File: src/rtl/uart_bridge_pkg.sv
// uart_bridge_pkg: shared types for the UART bridge (FSM state encoding and
// request-kind constants sampled with uart_go).
package uart_bridge_pkg;

    typedef enum logic [1:0] {
        ST_IDLE    = 2'd0,
        ST_TX_REQ  = 2'd1,
        ST_RX_WAIT = 2'd2,
        ST_DONE    = 2'd3
    } state_t;

    // Value of rors that selects each request kind
    localparam logic REQ_SEND = 1'b1;
    localparam logic REQ_RECV = 1'b0;

endpackage

File: src/rtl/rx_fifo.sv
// rx_fifo: single-clock byte FIFO for the UART receive path. Head byte is
// presented combinationally on dout. A push while full is dropped unless a
// pop happens in the same cycle; every drop sets the sticky overflow flag.
module rx_fifo
    import uart_bridge_pkg::*;
#(
    parameter int unsigned DEPTH = 16,
    localparam int unsigned AW   = $clog2(DEPTH)
) (
    input  logic       clk,
    input  logic       rstn,
    input  logic       push,
    input  logic [7:0] din,
    input  logic       pop,
    output logic [7:0] dout,
    output logic       full,
    output logic       empty,
    output logic       overflow
);

    localparam logic [AW:0] CNT_FULL = (AW+1)'(DEPTH);

    logic [7:0]    r_mem [DEPTH];
    logic [AW-1:0] r_wr_ptr;
    logic [AW-1:0] r_rd_ptr;
    logic [AW:0]   r_count;
    logic          r_overflow;

    logic          w_push_ok;
    logic          w_pop_ok;

    assign full      = (r_count == CNT_FULL);
    assign empty     = (r_count == '0);
    assign w_pop_ok  = pop && !empty;
    assign w_push_ok = push && (!full || w_pop_ok);
    assign dout      = r_mem[r_rd_ptr];
    assign overflow  = r_overflow;

    // Storage array; no reset needed since occupancy is tracked by r_count
    always_ff @(posedge clk) begin
        if (w_push_ok) begin
            r_mem[r_wr_ptr] <= din;
        end
    end

    // Pointers wrap naturally at DEPTH (power of two); occupancy and drop flag
    always_ff @(posedge clk or negedge rstn) begin
        if (!rstn) begin
            r_wr_ptr   <= '0;
            r_rd_ptr   <= '0;
            r_count    <= '0;
            r_overflow <= 1'b0;
        end else begin
            if (w_push_ok) begin
                r_wr_ptr <= r_wr_ptr + 1'b1;
            end
            if (w_pop_ok) begin
                r_rd_ptr <= r_rd_ptr + 1'b1;
            end
            if (w_push_ok && !w_pop_ok) begin
                r_count <= r_count + 1'b1;
            end else if (!w_push_ok && w_pop_ok) begin
                r_count <= r_count - 1'b1;
            end
            if (push && !w_push_ok) begin
                r_overflow <= 1'b1;
            end
        end
    end

endmodule

File: src/rtl/uart_bridge.sv
// uart_bridge: turns one-cycle send/receive requests from the core into a
// tx_valid/tx_ready handshake or a pop from the receive queue, answering
// with a one-cycle uart_done pulse.
// Optional build macro UART_BRIDGE_STATS_EN adds tx_cnt/rx_cnt counters.
module uart_bridge
    import uart_bridge_pkg::*;
#(
    parameter int unsigned RXQ_DEPTH = 16
) (
    input  logic        clk,
    input  logic        rstn,
    input  logic        uart_go,
    input  logic        rors,
    input  logic [7:0]  send_data,
    output logic        uart_done,
    output logic [7:0]  recv_data,
    output logic        tx_valid,
    output logic [7:0]  tx_byte,
    input  logic        tx_ready,
    input  logic        rx_valid,
    input  logic [7:0]  rx_byte,
    output logic        rx_overflow
`ifdef UART_BRIDGE_STATS_EN
    ,
    output logic [15:0] tx_cnt,
    output logic [15:0] rx_cnt
`endif
);

    state_t     r_state;
    state_t     w_state_nx;
    logic       r_tx_valid;
    logic [7:0] r_tx_byte;
    logic       r_uart_done;
    logic [7:0] r_recv_data;

    logic       w_latch_tx;
    logic       w_pop;
    logic [7:0] w_fifo_dout;
    logic       w_fifo_full;
    logic       w_fifo_empty;

    rx_fifo #(
        .DEPTH (RXQ_DEPTH)
    ) u_rx_fifo (
        .clk      (clk),
        .rstn     (rstn),
        .push     (rx_valid),
        .din      (rx_byte),
        .pop      (w_pop),
        .dout     (w_fifo_dout),
        .full     (w_fifo_full),
        .empty    (w_fifo_empty),
        .overflow (rx_overflow)
    );

    assign tx_valid  = r_tx_valid;
    assign tx_byte   = r_tx_byte;
    assign uart_done = r_uart_done;
    assign recv_data = r_recv_data;

    // State register
    always_ff @(posedge clk or negedge rstn) begin
        if (!rstn) begin
            r_state <= ST_IDLE;
        end else begin
            r_state <= w_state_nx;
        end
    end

    // Next-state decode, tx byte capture and queue pop request
    always_comb begin
        w_state_nx = r_state;
        w_latch_tx = 1'b0;
        w_pop      = 1'b0;
        unique case (r_state)
            ST_IDLE: begin
                if (uart_go && rors == REQ_SEND) begin
                    w_state_nx = ST_TX_REQ;
                    w_latch_tx = 1'b1;
                end else if (uart_go && rors == REQ_RECV) begin
                    w_state_nx = ST_RX_WAIT;
                end
            end
            ST_TX_REQ: begin
                if (r_tx_valid && tx_ready) begin
                    w_state_nx = ST_DONE;
                end
            end
            ST_RX_WAIT: begin
                // empty is registered, so a byte pushed this cycle pops next cycle
                if (!w_fifo_empty) begin
                    w_pop      = 1'b1;
                    w_state_nx = ST_DONE;
                end
            end
            ST_DONE: begin
                w_state_nx = ST_IDLE;
            end
            default: begin
                w_state_nx = ST_IDLE;
            end
        endcase
    end

    // Registered outputs derived from the upcoming state and captured data
    always_ff @(posedge clk or negedge rstn) begin
        if (!rstn) begin
            r_tx_valid  <= 1'b0;
            r_tx_byte   <= '0;
            r_uart_done <= 1'b0;
            r_recv_data <= '0;
        end else begin
            r_tx_valid  <= (w_state_nx == ST_TX_REQ);
            r_uart_done <= (w_state_nx == ST_DONE);
            if (w_latch_tx) begin
                r_tx_byte <= send_data;
            end
            if (w_pop) begin
                r_recv_data <= w_fifo_dout;
            end
        end
    end

`ifdef UART_BRIDGE_STATS_EN
    logic [15:0] r_tx_cnt;
    logic [15:0] r_rx_cnt;

    assign tx_cnt = r_tx_cnt;
    assign rx_cnt = r_rx_cnt;

    // Accepted tx handshakes and accepted (non-dropped) receive bytes
    always_ff @(posedge clk or negedge rstn) begin
        if (!rstn) begin
            r_tx_cnt <= '0;
            r_rx_cnt <= '0;
        end else begin
            if (r_tx_valid && tx_ready) begin
                r_tx_cnt <= r_tx_cnt + 1'b1;
            end
            if (rx_valid && (!w_fifo_full || w_pop)) begin
                r_rx_cnt <= r_rx_cnt + 1'b1;
            end
        end
    end
`endif

endmodule
File: config.mk
export PLATFORM = sky130hd
export DESIGN_NAME = uart_bridge
export DESIGN_NICKNAME = d
export VERILOG_FILES = /design/src/rtl/uart_bridge_pkg.sv /design/src/rtl/rx_fifo.sv /design/src/rtl/uart_bridge.sv
export SDC_FILE = /design/constraint.sdc
export NUM_CORES = 1
export LEC_CHECK = 0
export ABC_AREA = 1
export BUFFER_PORTS_ARGS = -buffer_cell sky130_fd_sc_hd__buf_2
export CAP_MARGIN = 20
export CORE_MARGIN = 3
export CORE_UTILIZATION = 45
export DETAILED_ROUTE_END_ITERATION = 16
export PLACE_DENSITY_LB_ADDON = 0.08
export SYNTH_ARGS = -nofsm -noshare
export SYNTH_HDL_FRONTEND = slang
export SYNTH_SLANG_ARGS = --single-unit
File: constraint.sdc
create_clock -name clk -period 6.8 [get_ports clk]
set_clock_uncertainty 0.05 [all_clocks]
set_input_delay 0.68 -clock clk [delete_from_list [all_inputs] [get_ports clk]]
set_output_delay 0.68 -clock clk [all_outputs]
set_load 0.005 [all_outputs]
# Word level (Yosys, flattened, before mapping)
# Memories as Yosys holds them, arrays and structs flattened. A register that Yosys moved wholly into a read port is not among the register bits.
# Cells that the tools add are included.
# W data, S select, Z words.
[op_classes] n_bitwise=1 n_eq_ne=6 muxes=13 add_sub_neg=4 n_reduce_logical=17
[ops] cell="$mux W5" count=2
[ops] cell="$add A4 B1 Y4 const B" count=2
[ops] cell="$logic_and A1 B1 Y1" count=8
[ops] cell="$mux W2" count=4
[ops] cell="$pmux W2 S4" count=1
[ops] cell="$eq A2 B2 Y1 const B" count=3
[ops] cell="$mux W1" count=6
[ops] cell="$add A5 B1 Y5 const B" count=1
[ops] cell="$eq A5 B5 Y1 const B" count=1
[ops] cell="$logic_not A1 Y1" count=5
[ops] cell="$logic_not A5 Y1" count=1
[ops] cell="$sub A5 B1 Y5 const B" count=1
[ops] cell="$eq A2 B1 Y1 const B" count=2
[ops] cell="$logic_not A2 Y1" count=1
[ops] cell="$reduce_bool A2 Y1" count=1
[ops] cell="$logic_or A1 B1 Y1" count=1
[ops] cell="$not A1 Y1" count=1
[word_totals] out_inout_bits=19 ram_bits=128 wordCells=50 regBits=26 inputBits=22 memories=1
[mem_list] name="u_rx_fifo.r_mem" depth=16 width=8 read_ports=1 rd_ports_with_merged_regs=1 wr=1 line="rx_fifo.sv:23" text="logic [7:0] r_mem [DEPTH];"

# Longest topological paths before layout
[logic_depth] ltp_word=10 mapped_depth=14 depth_no_buf=13

# Hierarchy
# A second synthesis with hierarchy kept.
[hier_totals] hier_cells=726 hier_area_um2=7144.4
[modules_own_cells] module="rx_fifo" seq_area_each_um2=4194.0 n_inst=1 area_per_inst_um2=6322.3 cells_each=633
[modules_own_cells] module="uart_bridge" seq_area_each_um2=500.5 n_inst=1 area_per_inst_um2=822.0 cells_each=93

# Worst setup path before layout
# Ideal clock, no wire load.
[synth_timing] kind="input to register" startpoint="in rx_valid" endpoint="reg u_rx_fifo.r_count[4]" cell_stages=12 n_path_buf=1 required_ps=6685 setup_slack_ps=4527 setup_time_ps=65 arrival_ps=2158 cell_sequence="inv_1 nor2_1 buf_4 ha_1 inv_1 fa_1 a21oi_1 nor2_1 nor2_1 xor2_1 nand2_1 nand2_1"
[synth_between] elab_chain_cells=4 word_cells_on_any_way=6 classes_between="mux (1); reduce/logical (5)"
[synth_lines] item="start: declaration" line="uart_bridge.sv:20" text="input logic rx_valid,"
[synth_lines] item="$logic_and A1 B1 Y1 (*)" line="rx_fifo.sv:35" text="assign w_push_ok = push && (!full || w_pop_ok);"
[synth_lines] item="via u_rx_fifo.w_push_ok" line="rx_fifo.sv:29" text="logic w_push_ok;"
[synth_lines] item="$logic_not A1 Y1" line="rx_fifo.sv:62" text="end else if (!w_push_ok && w_pop_ok) begin"
[synth_lines] item="$logic_and A1 B1 Y1" line="rx_fifo.sv:62"
[synth_lines] item="$reduce_bool A2 Y1 (no line)"
[synth_lines] item="end signal: assignment" line="rx_fifo.sv:61" text="r_count <= r_count + 1'b1;"
[synth_lines] item="end signal: assignment" line="rx_fifo.sv:63" text="r_count <= r_count - 1'b1;"
[synth_lines] item="end: declaration" line="rx_fifo.sv:26" text="logic [AW:0] r_count;"
# Mark *: on every way through the listed nets, which the timed path passes. The rest lies on a longest branch.
# A chain may end at the register's enable or synchronous reset.

# Worst setup path after layout
[layout_timing] startpoint="reg r_state[0]" endpoint="reg u_rx_fifo.r_count[4]"
[layout_between] elab_chain_cells=8 word_cells_on_any_way=11 classes_between="eq/ne (1); mux (2); reduce/logical (8)"
[layout_lines] item="start: declaration" line="uart_bridge.sv:30" text="state_t r_state;"
[layout_lines] item="start signal: assignment" line="uart_bridge.sv:67" text="r_state <= w_state_nx;"
[layout_lines] item="$eq A2 B2 Y1 (*)" line="uart_bridge.sv:76" text="unique case (r_state)"
[layout_lines] item="$mux W1 (*)" line="uart_bridge.sv:76"
[layout_lines] item="$logic_and A1 B1 Y1 (*)" line="rx_fifo.sv:34" text="assign w_pop_ok = pop && !empty;"
[layout_lines] item="$logic_or A1 B1 Y1" line="rx_fifo.sv:35"
[layout_lines] item="$logic_and A1 B1 Y1" line="rx_fifo.sv:35"
[layout_lines] item="$logic_not A1 Y1" line="rx_fifo.sv:62"
[layout_lines] item="$logic_and A1 B1 Y1" line="rx_fifo.sv:62"
[layout_lines] item="$reduce_bool A2 Y1 (no line)"
# Every way passes the cells marked *; elsewhere a longest branch is shown, timed or not.

==> results.toml <==
[synthesis]
yosys_most_used_dff = "edfxtp_1"
yosysWarnings = 0
async_reset_ff_frac = 0.210
synth_cell_types = 26
yosysMostFrequentCell = "nand2_1"
ys_top_cells_by_area = "edfxtp_1, dfrtp_1, nand2_1, nand3_1, inv_1"
ys_seq_area_frac = 0.660
syn_inst = 694
netlist_area_sq_mm = 0.00711
syn_avg_cell_area_sq_um = 10.2
synth_top_area_frac = 0.540
yosysTopAreaCell = "edfxtp_1"
synth_edf_count = 128
synthTopCellsByCount = "nand2_1, edfxtp_1, inv_1, nand3_1, dfrtp_1"
ys_ff_latch = 162
synth.net_count = 726

[run]
cap_violations = 0

[finish]
regArea_sq_mm = 0.00470
drive_gt1_frac = 0.113
final_util = 0.527
syn_to_final_growth_pct = 13.5
diodes = 0
multi_input_area_sq_mm = 0.00182
fillers = 1393
num-nets-final = 762

[sta]
finalWorstSetupSlack_ns = 3.92
post-route-period-util = 0.423
slew_violations = 0
max_slew_margin = 0.464
min_period_ns = 2.88
setup_viol = 0
hold_viol = 0
fmax_ghz = 0.348
rsz0062_at_grt = "no"
whs_ns = 0.303
setup_tns_ns = 0
tightest_slew_ns = 0.804

[drt]
via_per_inst = 4.88
detail-route-antenna-nets = 0
routed_wl_um = 15200
initialDrtViolationCount = 327
drt_pass1_iterations = 5
wl_per_cell_um = 15.9
vias = 4660
drc = 0

[clocking]
cts_resized = 0
cts_tree = "done"
cts_root_buf = "clkbuf_16"
clkSinkCount = 162
cts_setup_buffers = 0
cts_buffer_depth = 2
worst_skew_pair.late_latency_ns = 0.43
hold_buffers = 0
cts_made_buffers = 17
htreeDepth = 4
path_clk_slew_ns = 0.06

[global_route]
antenna_found_initial = 0
grt_max_degree = 68
grt_usage = 0.181
grt_pass1_wl_um = 24000
grt-ovfl-total = 0
first_global_vias = 4587

[critical_path]
slowest_delay_ns = 0.59
r2r_cells = 12
setup.worst_path.class = "flop to flop"
endpoint = "u_rx_fifo.r_count[4]$_DFFE_PN0P_"
r2r_setup_slack_ns = 3.92
cpMaxStageDelayCell = "nor2_1"
crit_fanout = 11
r2r_start = "r_state[0]$_DFF_PN0_"
cp-startpoint = "r_state[0]$_DFF_PN0_"
end_kind = "flop"
cpMostUsedCell = "nor2_1"
crit_chain = "nor2_1 > nor3_1 > nor2_1 > ha_1 > inv_1 > fa_1 > a21oi_1 > nor2_1 > nor2_1 > xor2_1 > nand2_1 > nand2_1"
critPathRequiredTime_ns = 7.10
arrival_ns = 3.18
r2r-end = "u_rx_fifo.r_count[4]$_DFFE_PN0P_"
cp-start-kind = "flop"

[placed_design]
post-place-ws_ns = 3.83
port-buffer-count = 40
gp_congestion = 0.810
dpl.hpwl_um = 9700

[outcome]
outcome = "finished clean"

[power]
power_mw = 3.34
clkPwrFrac = 0.279
p_sw_frac = 0.350
switchingPower_mw = 1.17
intPower_mw = 2.17
ir_drop_mv = 0.213
p_per_area_mw_per_mm2 = 414
comb_power_share = 0.324
pwr-share-seq = 0.397
p_leak_nw = 3.60

[die]
dieArea_sq_mm = 0.0173
coreArea_sq_mm = 0.0153
fp.dieH_um = 132
initial_core_util = 0.464
pin_count = 41
die_w_um = 132
rows = 45

[hold_path]
hp-class = "primary input to async pin"
==> routing by layer <==
layer  track usage  vias to the layer above  share of wire
met5             0                        -              0
met4        0.0753                        0          0.023
met3        0.0394                       24          0.051
met2         0.305                      142           0.50
met1         0.228                     2194           0.43
li1              -                     2300              -
==> critical path: cells and delay by family (launching register included) <==
| kind | cells | cell delay (ns) |
|---|---|---|
| and+or+nand+nor | 7 | 1.18 |
| adders and majority gates | 2 | 0.72 |
| DFF | 1 | 0.40 |
| AOI/OAI and AO/OA | 1 | 0.19 |
| xor gates and xnor gates | 1 | 0.16 |
| buffers and inverters | 1 | 0.11 |
==> layout make-up <==
cell class | count | share of cell area
clock buffer | 24 | 0.0636
sequential | 162 | 0.582
multi-input combinational | 389 | 0.226
tap | 211 | 0.0327
timing repair buffer | 45 | 0.0335
clock inverter | 8 | 0.00930
inverter | 115 | 0.0535
==> worst min-delay path by stage <==
stage | from | to | slack [ns] | cells after the start
4_1_cts | rstn | tx_byte[6]$_DFFE_PN0P_ | 0.31 | 1
3_3_place_gp | u_rx_fifo.overflow$_DFFE_PN0P_ | u_rx_fifo.overflow$_DFFE_PN0P_ | 0.39 | 1
3_5_place_dp | u_rx_fifo.overflow$_DFFE_PN0P_ | u_rx_fifo.overflow$_DFFE_PN0P_ | 0.39 | 1
6_report | rstn | tx_byte[6]$_DFFE_PN0P_ | 0.30 | 1
2_1_floorplan | rstn | r_state[0]$_DFF_PN0_ | 0.33 | 0
5_1_grt | rstn | tx_byte[6]$_DFFE_PN0P_ | 0.35 | 1
==> placed cells by master (no fill, tap or decap), types with 2 or more instances in the layout <==
cell type   synthesis  layout
xor2_1              7       7
inv_1             112     112
ha_1                9       9
buf_2              18      40
clkinvlp_4          0       3
clkinv_2            0       2
mux2_2              8       8
clkinv_1            2       3
clkbuf_8            0       4
dfrtp_1            34      33
nand2_1           219     219
nor2_1             24      24
nand3b_1            2       2
nand3_1           100     100
clkbuf_1            1       2
edfxtp_1          128     128
a21oi_1             3       3
buf_4               8       3
o21ai_0             8       8
nand4_1             2       2
clkbuf_16           0      18
==> kinds of logic after synthesis <==
logic type / synth area share
AND/OR/NAND/NOR: 0.204
adder cells (fa/ha/maj): 0.0186
XOR/XNOR: 0.00985
buffers and inverters: 0.0839
flip-flops: 0.660
multiplexers: 0.0127
AO/OA/AOI/OAI: 0.0107
==> sequential cells by signal, summed over array words and instances (netlist names), 2 cells and up <==
register,flops
recv_data,8
r_state,2
u_rx_fifo.r_wr_ptr,4
u_rx_fifo.r_rd_ptr,4
u_rx_fifo.r_count,5
tx_byte,8
u_rx_fifo.r_mem,128
==> per-stage QoR <==
step | area [sq um] | std cells
3_3_place_gp | 7430 | 920
4_1_cts | 8020 | 952
2_1_floorplan | 7110 | 694
6_report | 8070 | 954
5_1_grt | 8070 | 954
3_5_place_dp | 7430 | 920
==> power groups by stage <==
stage          Clock (mW)  Sequential [mW]  Combinational, mW
2_1_floorplan           0             1.33              0.773
3_3_place_gp            0             1.34               1.05
3_5_place_dp            0             1.35               1.07
4_1_cts             0.949             1.33               1.07
5_1_grt             0.989             1.34               1.23
6_report            0.932             1.33               1.08
No activity file was read; power rests on OpenSTA's default activity.
